$ cat src/rtl/disp_pkg.sv
// Shared geometry and state encoding for the display VRAM fetch controller.
// Derived values assume 64-bit beats (two 32-bit pixels per word).
package disp_pkg;

    localparam int H_PIX            = 640;
    localparam int V_PIX            = 480;
    localparam int BURST_LEN        = 16;
    localparam int WORDS_PER_FRAME  = H_PIX * V_PIX / 2;
    localparam int BURSTS_PER_FRAME = WORDS_PER_FRAME / BURST_LEN;
    localparam int ADDR_STEP        = BURST_LEN * 8;

    typedef enum logic [1:0] {
        IDLE    = 2'd0,
        WAITBUF = 2'd1,
        SETADDR = 2'd2,
        READ    = 2'd3
    } state_e;

endpackage

$ cat src/rtl/disp_vramctrl.sv
// Fetches one frame of pixel pairs from VRAM over AXI read bursts and streams
// them into the display FIFO, one burst outstanding at a time.
module disp_vramctrl #(
    parameter int H_PIX     = disp_pkg::H_PIX,
    parameter int V_PIX     = disp_pkg::V_PIX,
    parameter int BURST_LEN = disp_pkg::BURST_LEN
) (
    input  logic        ACLK,
    input  logic        ARST_N,
    input  logic        DISPON,
    input  logic [28:0] DISPADDR,
    input  logic        VSTART,
    input  logic        BUF_WREADY,
    output logic [31:0] ARADDR,
    output logic [7:0]  ARLEN,
    output logic [2:0]  ARSIZE,
    output logic [1:0]  ARBURST,
    output logic        ARVALID,
    input  logic        ARREADY,
    input  logic [63:0] RDATA,
    input  logic        RLAST,
    input  logic        RVALID,
    output logic        RREADY,
    output logic [63:0] FIFOIN,
    output logic        FIFOWR,
    output logic        BUSY
);

    localparam int          BURSTS     = H_PIX * V_PIX / 2 / BURST_LEN;
    localparam int          STEP       = BURST_LEN * 8;
    localparam int          SHIFT      = $clog2(STEP);
    localparam logic [13:0] LAST_BURST = 14'(BURSTS - 1);
    localparam logic [28:0] ALIGN_MASK = ~29'(STEP - 1);

    disp_pkg::state_e state_reg;
    logic [28:0]      base_reg;
    logic [13:0]      burst_cnt_reg;
    logic [31:0]      araddr_reg;
    logic             arvalid_reg;
    logic             rready_reg;
    logic             busy_reg;
    logic             beat_ok;

    assign ARLEN   = 8'(BURST_LEN - 1);
    assign ARSIZE  = 3'b011;
    assign ARBURST = 2'b01;
    assign ARADDR  = araddr_reg;
    assign ARVALID = arvalid_reg;
    assign RREADY  = rready_reg;
    assign BUSY    = busy_reg;

    // Beats pass straight through to the FIFO; stray RVALID outside READ is dropped.
    assign beat_ok = (state_reg == disp_pkg::READ) && RVALID;
    assign FIFOWR  = beat_ok;
    assign FIFOIN  = beat_ok ? RDATA : 64'd0;

    always_ff @(posedge ACLK or negedge ARST_N) begin
        if (!ARST_N) begin
            state_reg     <= disp_pkg::IDLE;
            base_reg      <= '0;
            burst_cnt_reg <= '0;
            araddr_reg    <= '0;
            arvalid_reg   <= 1'b0;
            rready_reg    <= 1'b0;
            busy_reg      <= 1'b0;
        end else begin
            case (state_reg)
                disp_pkg::IDLE: begin
                    if (VSTART && DISPON) begin
                        base_reg      <= DISPADDR & ALIGN_MASK;
                        burst_cnt_reg <= '0;
                        busy_reg      <= 1'b1;
                        state_reg     <= disp_pkg::WAITBUF;
                    end
                end
                disp_pkg::WAITBUF: begin
                    if (!DISPON) begin
                        busy_reg  <= 1'b0;
                        state_reg <= disp_pkg::IDLE;
                    end else if (BUF_WREADY) begin
                        araddr_reg  <= {3'b000, base_reg} + (32'(burst_cnt_reg) << SHIFT);
                        arvalid_reg <= 1'b1;
                        state_reg   <= disp_pkg::SETADDR;
                    end
                end
                disp_pkg::SETADDR: begin
                    // Once presented, the address is always followed through even if DISPON drops.
                    if (ARREADY) begin
                        arvalid_reg <= 1'b0;
                        rready_reg  <= 1'b1;
                        state_reg   <= disp_pkg::READ;
                    end
                end
                disp_pkg::READ: begin
                    if (RVALID && RLAST) begin
                        burst_cnt_reg <= burst_cnt_reg + 14'd1;
                        rready_reg    <= 1'b0;
                        if (burst_cnt_reg == LAST_BURST || !DISPON) begin
                            busy_reg  <= 1'b0;
                            state_reg <= disp_pkg::IDLE;
                        end else begin
                            state_reg <= disp_pkg::WAITBUF;
                        end
                    end
                end
                default: state_reg <= disp_pkg::IDLE;
            endcase
        end
    end

endmodule

$ cat config.mk
export PLATFORM = sky130hd
export DESIGN_NAME = disp_vramctrl
export DESIGN_NICKNAME = d
export VERILOG_FILES = /design/src/rtl/disp_pkg.sv /design/src/rtl/disp_vramctrl.sv
export SDC_FILE = /design/constraint.sdc
export NUM_CORES = 1
export LEC_CHECK = 0
export CAP_MARGIN = 20
export CELL_PAD_IN_SITES_DETAIL_PLACEMENT = 2
export CELL_PAD_IN_SITES_GLOBAL_PLACEMENT = 2
export CORE_ASPECT_RATIO = 1.1
export CORE_MARGIN = 2
export CORE_UTILIZATION = 23
export CTS_CLUSTER_DIAMETER = 80
export CTS_CLUSTER_SIZE = 28
export DETAILED_ROUTE_END_ITERATION = 16
export PLACE_DENSITY = 0.95
export SETUP_SLACK_MARGIN = 0.02
export SLEW_MARGIN = 20
export SYNTH_ARGS = -nofsm -noshare
export SYNTH_HDL_FRONTEND = slang
export SYNTH_SLANG_ARGS = --single-unit
$ cat constraint.sdc
create_clock -name ACLK -period 3.7 [get_ports ACLK]
set_input_delay 0.74 -clock ACLK [delete_from_list [all_inputs] [get_ports ACLK]]
set_output_delay 0.74 -clock ACLK [all_outputs]
set_load 0.1 [all_outputs]
==> results of run 1 <==
[cell type report]
| class | count | area (sq um) | share of cell area [%] |
|---|---|---|---|
| Sequential cell | 64 | 1600 | 23.1 |
| Inverter | 5 | 18.8 | 0.270 |
| Tap cell | 234 | 293 | 4.21 |
| Clock buffer | 14 | 274 | 3.94 |
| Multi-Input combinational cell | 394 | 2220 | 31.9 |
| Timing Repair Buffer | 190 | 2540 | 36.6 |
[through the flow]
stage	worst slack, ps	hold slack (ps)	cell area [sq um]	instances	total power [W]
after floorplan	216	444	4080	505	0.00315
after global placement	762	454	6670	887	0.00397
after detailed placement	715	472	6670	887	0.00413
after CTS	664	483	6950	901	0.00500
after global routing	597	509	6950	901	0.00518
final	655	479	6950	901	0.00497
[worst register-to-register path: stages (launching register included)]
cell,delay [ps]
dfrtp_1,440
ha_1,240
inv_1,70
fa_1,210
nor2b_1,80
o31a_1,310
a221oi_1,430
o21a_1,290
nor2_1,90
xnor2_1,170
o21ai_0,90
[synthesized netlist by cell type (all sizes together), types with 2 or more instances]
cell       n  area [sq um]
or3        3          18.8
nand2b     3          21.3
nand4      7          43.8
xnor2      7          61.3
and2      66           415
o21ai     42           210
buf       24           181
a21o       4          30.0
nor2      20          75.1
and3       4          25.0
nor2b      3          21.3
o2111ai    2          17.5
dfrtp     64          1600
or2        2          12.5
nand2    116           443
a211oi     2          15.0
conb       2          7.51
a21oi     18          90.1
a221oi     2          17.5
o211ai     3          22.5
ha        15           188
o21a       5          37.5
and4       4          35.0
clkbuf    18          67.6
o31ai      2          15.0
inv        5          18.8
nor3       5          25.0
nand3     13          65.1
xor2      15           131
[cells in the final DEF (no fill, tap or decap), types with 3 or more instances in the layout]
cell	instances
xor2_1	15
and2_1	65
clkdlybuf4s50_1	118
and4_1	4
buf_12	66
clkbuf_16	9
nor2_1	20
a21o_1	4
nand2_1	115
inv_1	5
dfrtp_1	64
o21ai_0	39
ha_1	15
a21oi_1	18
nand3_1	13
or3_1	3
clkbuf_8	3
nor3_1	4
o211ai_1	3
and3_1	4
o21ai_1	3
conb_1	22
buf_4	5
xnor2_1	7
nand4_1	7
o21a_1	5
[kinds of logic after synthesis]
group	count (synthesis)
simple gates	251
xor+xnor	22
other cells	2
fa+ha+maj	16
buf+inv	47
compound gates	83
flops	64
[power groups by stage]
| stage | Sequential [W] | Combinational (W) | Clock (W) |
|---|---|---|---|
| after floorplan | 0.00196 | 0.00119 | 0 |
| final | 0.00122 | 0.00296 | 0.000798 |
| after global routing | 0.00125 | 0.00309 | 0.000841 |
| after global placement | 0.00117 | 0.00280 | 0 |
| after detailed placement | 0.00121 | 0.00292 | 0 |
| after CTS | 0.00121 | 0.00297 | 0.000809 |
[layer usage]
metal  GRT usage [%]  vias to the layer above
met5               0                        -
met4            7.41                        0
met3            2.89                       32
met2            37.7                      122
met1            23.7                     2102
li1                -                     1929
[path summary, 6_finish.rpt]
check | endpoint | slack (ps) | cells after the start
worst min register to register | ARADDR[23]$_DFFE_PN0P_ | 480 | 2
worst max register to register | ARADDR[23]$_DFFE_PN0P_ | 1150 | 10
max in group asynchronous | ARADDR[28]$_DFFE_PN0P_ | 2270 | 2
min in group ACLK | ARADDR[23]$_DFFE_PN0P_ | 480 | 2
worst max-delay path | FIFOIN[54] | 660 | 5
worst min-delay path | base_reg[9]$_DFFE_PN0P_ | 480 | 1
==> results.yml, run 1 <==
synth:
  synth_adder_area_share_pct: 5.19
  synthArstFlopShare_pct: 100
  yosys_warnings: 0
  synth_ff_type: "dfrtp_1"
  synth_compound_area_share_pct: 11.9
  syn-instance-count: 485
  synth_mux_area_share_pct: 0
  seq_area_frac_synth_pct: 40.0
  synth-edff-count: 0
  syn_area_per_cell_sq_um: 8.26
  ys_ff_latch: 64
  synth-simple-area-share_pct: 31.2
  synth-xor-area-share_pct: 4.81
  syn_area_sq_um: 4010
  synth_cell_types: 45
  synth_top_family_by_area: "simple AND/OR/NAND/NOR gates"
clocking:
  cts_tree: "yes"
  cts_sinks: 64
  cts_buffer_depth: 2
  cts_resized: 0
  cts_made_buffers: 9
  clk_pin_slew_ps: 50
  cts_root_buf: "clkbuf_16"
  cts_setup_buffers: 0
  clock_latency_ps: 340
  htree_num_levels: 3
  hold_buffers: 0
critical_path:
  critPathLaunchType: "input port"
  cp_slowest_stage_delay_ps: 590
  timing.rr.start: "burst_cnt_reg[0]$_DFFE_PN0P_"
  cp_slowest_cell: "clkdlybuf4s50_1"
  worst-path-buf-inv: 3
  cp.arrival_ps: 2300
  cp_max_fo: 65
  cp_common_cell: "buf_12"
  crit_type: "in2out"
  crit_required_ps: 2960
  path_cells: "clkdlybuf4s50_1 -> and3_1 -> buf_12 -> and2_1 -> buf_12"
  crit_start: "RVALID"
  path_delay_family: "buffers and inverters"
  crit_path_end_kind: "output pin"
worst_hold_path:
  hp-class: "in2async"
floorplan:
  die_h_um: 142
  core_area_sq_um: 17000
  rows: 50
  io_pins: 214
  die-area_sq_um: 18500
  start_util_pct: 23.5
  die_x_um: 130
power:
  internal-power_w: 0.00228
  p_clk_share_pct: 16.0
  seqPwrFrac_pct: 24.5
  power.switching_w: 0.00269
  ir_drop_v: 0.000319
  leakage_nw: 3.03
  powerDensity_nw_per_um2: 716
  pwr-share-comb_pct: 59.5
  swShare_pct: 54.2
detailed_routing:
  drtPass1Iterations: 6
  drt_iter0_drc: 166
  wl_met2_um: 10400
  drc: 0
  met3_length_um: 656
  drtAntennaViolNets: 0
  via_count: 4185
  topRoutingLayerUsed: "met4"
  avgRoutedWirePerCell_um: 20.9
  vias_per_cell: 4.64
  wl_met1_um: 7300
  wl_um: 18800
layout:
  fin_nets: 781
  diodes: 0
  drive_gt1_share_pct: 13.9
  num-fill-cells: 1819
  largest_reg_flops: 23
  post-route-util_pct: 40.8
  syn2layout_area_growth_pct: 73.5
run_status:
  status: "complete, no violations"
job:
  drv_cap: 0
sta:
  period_share_pct: 82.3
  worstMarginPinSlew_ps: 1020
  period_minus_slack_ps: 3040
  setup_tns_ps: 0
  setup_viol: 0
  report.final.slew_viol_count: 0
  rsz0062_at_grt: "no"
  max-slew-margin-rel_pct: 31.6
  hold_viol: 0
  finClkSkew_ps: 7.66
  fmax_mhz: 328
placed_design:
  gp_congestion: 0.770
  place_hpwl_um: 14300
  port-buffer-count: 184
grt:
  grt_first_pass_wirelength_um: 28300
  grt_overflow: 0
  grt_pass1_vias: 4721
  grt_usage_pct: 20.4
  grt_max_degree: 66
  antenna_found_initial: 2
No activity file was read; power rests on OpenSTA's default activity.
==> run 2, diff against run 1 <==
Settings changed: CORE_UTILIZATION 23 to 19, PLACE_DENSITY 0.95 to 0.85.
Clock period 3.7 ns to 2.69 ns, I/O delays scaled along.
==> results.yml, run 2 (synthesized netlist as in run 1, its figures left out) <==
critical_path:
  cp_max_fo: 5
  critPathLaunchType: "register"
  crit_required_ps: 2930
  crit_type: "reg2reg"
  crit_start: "burst_cnt_reg[0]$_DFFE_PN0P_"
  timing.rr.start: "burst_cnt_reg[0]$_DFFE_PN0P_"
  cp.arrival_ps: 2780
  r2r_slack_ps: 150
  crit_path_end_kind: "register"
clocking:
  cts_tree: "yes"
  cts_buffer_depth: 2
  cts_made_buffers: 9
  cts_root_buf: "clkbuf_16"
  hold_buffers: 0
  clock_latency_ps: 330
  clk_pin_slew_ps: 50
  htree_num_levels: 3
  cts_sinks: 64
sta:
  report.final.slew_viol_count: 0
  setup_slack_ps: 150
  period_share_pct: 94.4
  fmax_mhz: 394
  rsz0062_at_grt: "yes"
  fin_hold_ws_ps: 226
  setup_viol: 0
  hold_viol: 0
  worstMarginPinSlew_ps: 637
  finClkSkew_ps: 4.93
  setup_tns_ps: 0
  max-slew-margin-rel_pct: 57.5
  period_minus_slack_ps: 2540
run_status:
  status: "complete, no violations"
layout:
  stdcell_count: 932
  largest_reg_flops: 23
  drive_gt1_share_pct: 19.0
  final_cell_mix: "115 x nand2_1, 92 x clkdlybuf4s50_1, 67 x buf_12"
  multiInputGateArea_sq_um: 2220
  num-fill-cells: 2296
  final_area_sq_um: 7000
  fin_nets: 787
  syn2layout_area_growth_pct: 74.9
  mostFrequentLayoutCell: "nand2_1"
  seq_area_sq_um: 1600
placed_design:
  dp_cells: 913
  gp_congestion: 0.754
  place_hpwl_um: 13300
  place_area_sq_um: 6680
  port-buffer-count: 184
  pre_cts_slack_ps: 124
floorplan:
  io_pins: 214
  rows: 55
  die_x_um: 142
  die-area_sq_um: 22300
  core_area_sq_um: 20600
  die_h_um: 156
  start_util_pct: 19.4
grt:
  antenna_found_initial: 0
  grt_overflow: 0
  grt_max_degree: 66
  grt_first_pass_wirelength_um: 24600
  grt_pass1_vias: 4412
  grt_usage_pct: 14.4
detailed_routing:
  via_count: 4047
  drt_iter0_drc: 70
  avgRoutedWirePerCell_um: 18.0
  drtAntennaViolNets: 0
  vias_per_cell: 4.34
  drtPass1Iterations: 3
  drc: 0
  wl_um: 16700
power:
  powerDensity_nw_per_um2: 964
  leakage_nw: 3.12
  seqPwrFrac_pct: 23.3
  swShare_pct: 53.0
  p_clk_share_pct: 17.4
  power.switching_w: 0.00358
  internal-power_w: 0.00317
  pwr-share-comb_pct: 59.2
  ir_drop_v: 0.000330
worst_hold_path:
  hp-class: "in2async"
job:
  drv_cap: 0
-- run 2: critical path, cell delays in order (launching register included) --
cell	delay, ps
dfrtp_1	420
ha_1	230
inv_1	70
fa_1	420
nor2b_1	200
o31a_1	260
buf_4	160
o21ai_1	70
a21boi_1	220
o21a_1	170
nor3_1	50
o31ai_1	180
-- run 2: cell type report --
cell class	count	share of cell area, %
diodes	1	0.0357
flip-flops and latches	64	22.9
well taps	256	4.57
clock inverters	3	0.572
repair buffers	196	36.2
clock buffers	13	3.72
multi-input cells	394	31.7
inverters	5	0.268
-- run 2: path summary, 6_finish.rpt --
path | end | cells after the start
worst min-delay path | ARADDR[13]$_DFFE_PN0P_ | 1
worst max register to register | ARADDR[15]$_DFFE_PN0P_ | 11
worst max-delay path | ARADDR[15]$_DFFE_PN0P_ | 11
worst min register to register | ARADDR[10]$_DFFE_PN0P_ | 2
min in group ACLK | ARADDR[10]$_DFFE_PN0P_ | 2
max in group asynchronous | base_reg[24]$_DFFE_PN0P_ | 2
-- run 2: power by group through the flow --
stage          logic, W  registers [W]  clock network (W)
4_1_cts         0.00403        0.00158            0.00121
3_5_place_dp    0.00399        0.00159                  0
3_3_place_gp    0.00389        0.00158                  0
6_report        0.00400        0.00158            0.00118
5_1_grt         0.00421        0.00163            0.00125
2_1_floorplan   0.00164        0.00269                  0
-- run 2: what timing repair did --
action | in CTS | in global routing
setup buffers | 0 | 2
gates resized for setup | 0 | 1
setup endpoints to repair | 0 | 4
-- run 2: metal layers --
| layer | share of wire, % | track usage (%) |
|---|---|---|
| met5 | 0 | 0 |
| met4 | 2.2 | 5.09 |
| met3 | 2.1 | 1.74 |
| met2 | 56 | 27.4 |
| met1 | 40 | 16.5 |
-- run 2: per-stage QoR --
step,power [W],util (%)
finish,0.00675,33.9
global placement,0.00547,32.4
detailed placement,0.00558,32.4
global route,0.00708,33.9
floorplan,0.00434,-
CTS,0.00683,33.8
==> run 3, diff against run 2 <==
Settings changed: CELL_PAD_IN_SITES_DETAIL_PLACEMENT 2 to 1, CTS_CLUSTER_DIAMETER 80 to 50.
==> results.yml, run 3 (synthesized netlist as in run 1, its figures left out) <==
clocking:
  cts_sinks: 64
  cts_resized: 0
  hold_buffers: 0
  clk_pin_slew_ps: 60
  clock_latency_ps: 340
  htree_num_levels: 3
  cts_buffer_depth: 2
  cts_made_buffers: 9
  cts_root_buf: "clkbuf_16"
  cts_tree: "yes"
  cts_setup_buffers: 0
critical_path:
  critPathLaunchType: "register"
  cp.arrival_ps: 2710
  crit_required_ps: 2940
  r2r_end: "ARADDR[29]$_DFFE_PN0P_"
  cp_max_fo: 5
  r2r_slack_ps: 230
  r2r_cells: 10
  crit_path_end_kind: "register"
  crit_type: "reg2reg"
  timing.rr.start: "burst_cnt_reg[0]$_DFFE_PN0P_"
grt:
  grt_first_pass_wirelength_um: 21800
  grt_overflow: 0
  grt_max_degree: 66
  grt_usage_pct: 12.6
  grt_pass1_vias: 3965
  antenna_found_initial: 1
sta:
  period_minus_slack_ps: 2460
  fmax_mhz: 406
  max-slew-margin-rel_pct: 57.7
  period_share_pct: 91.5
  hold_viol: 0
  setup_slack_ps: 228
  report.final.slew_viol_count: 0
  setup_tns_ps: 0
  setup_viol: 0
  finClkSkew_ps: 5.28
  rsz0062_at_grt: "no"
  worstMarginPinSlew_ps: 634
floorplan:
  die-area_sq_um: 22300
  core_area_sq_um: 20600
  io_pins: 214
  die_h_um: 156
  die_x_um: 142
  rows: 55
  start_util_pct: 19.4
placed_design:
  pre_cts_slack_ps: 197
  place_hpwl_um: 11700
  place_area_sq_um: 6680
  port-buffer-count: 184
  gp_congestion: 0.754
worst_hold_path:
  hp-class: "in2async"
run_status:
  status: "complete, no violations"
power:
  leakage_nw: 3.09
  powerDensity_nw_per_um2: 947
  ir_drop_v: 0.000306
  report.power.total_w: 0.00660
layout:
  final_cell_mix: "115 x nand2_1, 92 x clkdlybuf4s50_1, 67 x buf_12"
  post-route-util_pct: 33.8
  final_area_sq_um: 6970
  largest_reg_flops: 23
  fin_nets: 785
  mostFrequentLayoutCell: "nand2_1"
  drive_gt1_share_pct: 18.7
  diodes: 0
  syn2layout_area_growth_pct: 74.0
detailed_routing:
  via_count: 3899
  wl_um: 14500
  vias_per_cell: 4.20
  drc: 0
  drtPass1Iterations: 4
  avgRoutedWirePerCell_um: 15.6
  drt_iter0_drc: 61
  drtAntennaViolNets: 0
job:
  drv_cap: 0
run 3: cell types whose count changed in the layout (fill, tap and decap cells not counted), sizes merged:
cell / previous run / this run
clkinvlp: 0 / 2
diode: 1 / 0
clkinv: 2 / 3
clkbuf: 13 / 10
buf: 104 / 102
run 3: where the power goes:
part / switching [W] / leakage [nW] / internal, W
sequential: 0.000255 / 0.825 / 0.00131
clock: 0.000421 / 0.138 / 0.000711
combinational: 0.00281 / 2.13 / 0.00109
run 3: critical path, cell delays in order, from the launching register on:
cell	delay, ps
dfrtp_1	430
ha_1	230
inv_1	60
fa_1	400
nor2b_1	170
o31a_1	240
a221oi_1	140
o21a_1	250
nor2b_2	160
nand4_1	120
o21ai_0	170
run 3: worst max path at each step:
stage	slack, ps	from	endpoint
finish	230	burst_cnt_reg[0]$_DFFE_PN0P_	ARADDR[29]$_DFFE_PN0P_
global route	30	burst_cnt_reg[0]$_DFFE_PN0P_	ARADDR[29]$_DFFE_PN0P_
CTS	180	burst_cnt_reg[0]$_DFFE_PN0P_	ARADDR[27]$_DFFE_PN0P_
floorplan	110	RVALID	FIFOIN[54]
global placement	240	burst_cnt_reg[0]$_DFFE_PN0P_	ARADDR[21]$_DFFE_PN0P_
detailed placement	200	burst_cnt_reg[0]$_DFFE_PN0P_	ARADDR[27]$_DFFE_PN0P_
run 3: cell type report:
type                       instances  area, sq um
inverter                           5         18.8
multi-input combinational        394         2220
sequential                        64         1600
timing repair buffer             194         2520
fill                            2401        13700
clock buffer                      10          229
clock inverter                     6         60.1
tap                              256          320
run 3: per-layer routing:
metal	track usage [%]	up-vias	routed length [um]
met1	15.6	1866	6050
met5	0	-	0
met4	5.28	0	349
met3	1.50	22	392
met2	22.2	69	7670
li1	-	1942	-
run 3: stage by stage:
step | hold slack, ps | instances
floorplan | 242 | 505
global placement | 460 | 913
detailed placement | 470 | 913
CTS | 238 | 929
global route | 276 | 929
finish | 221 | 929
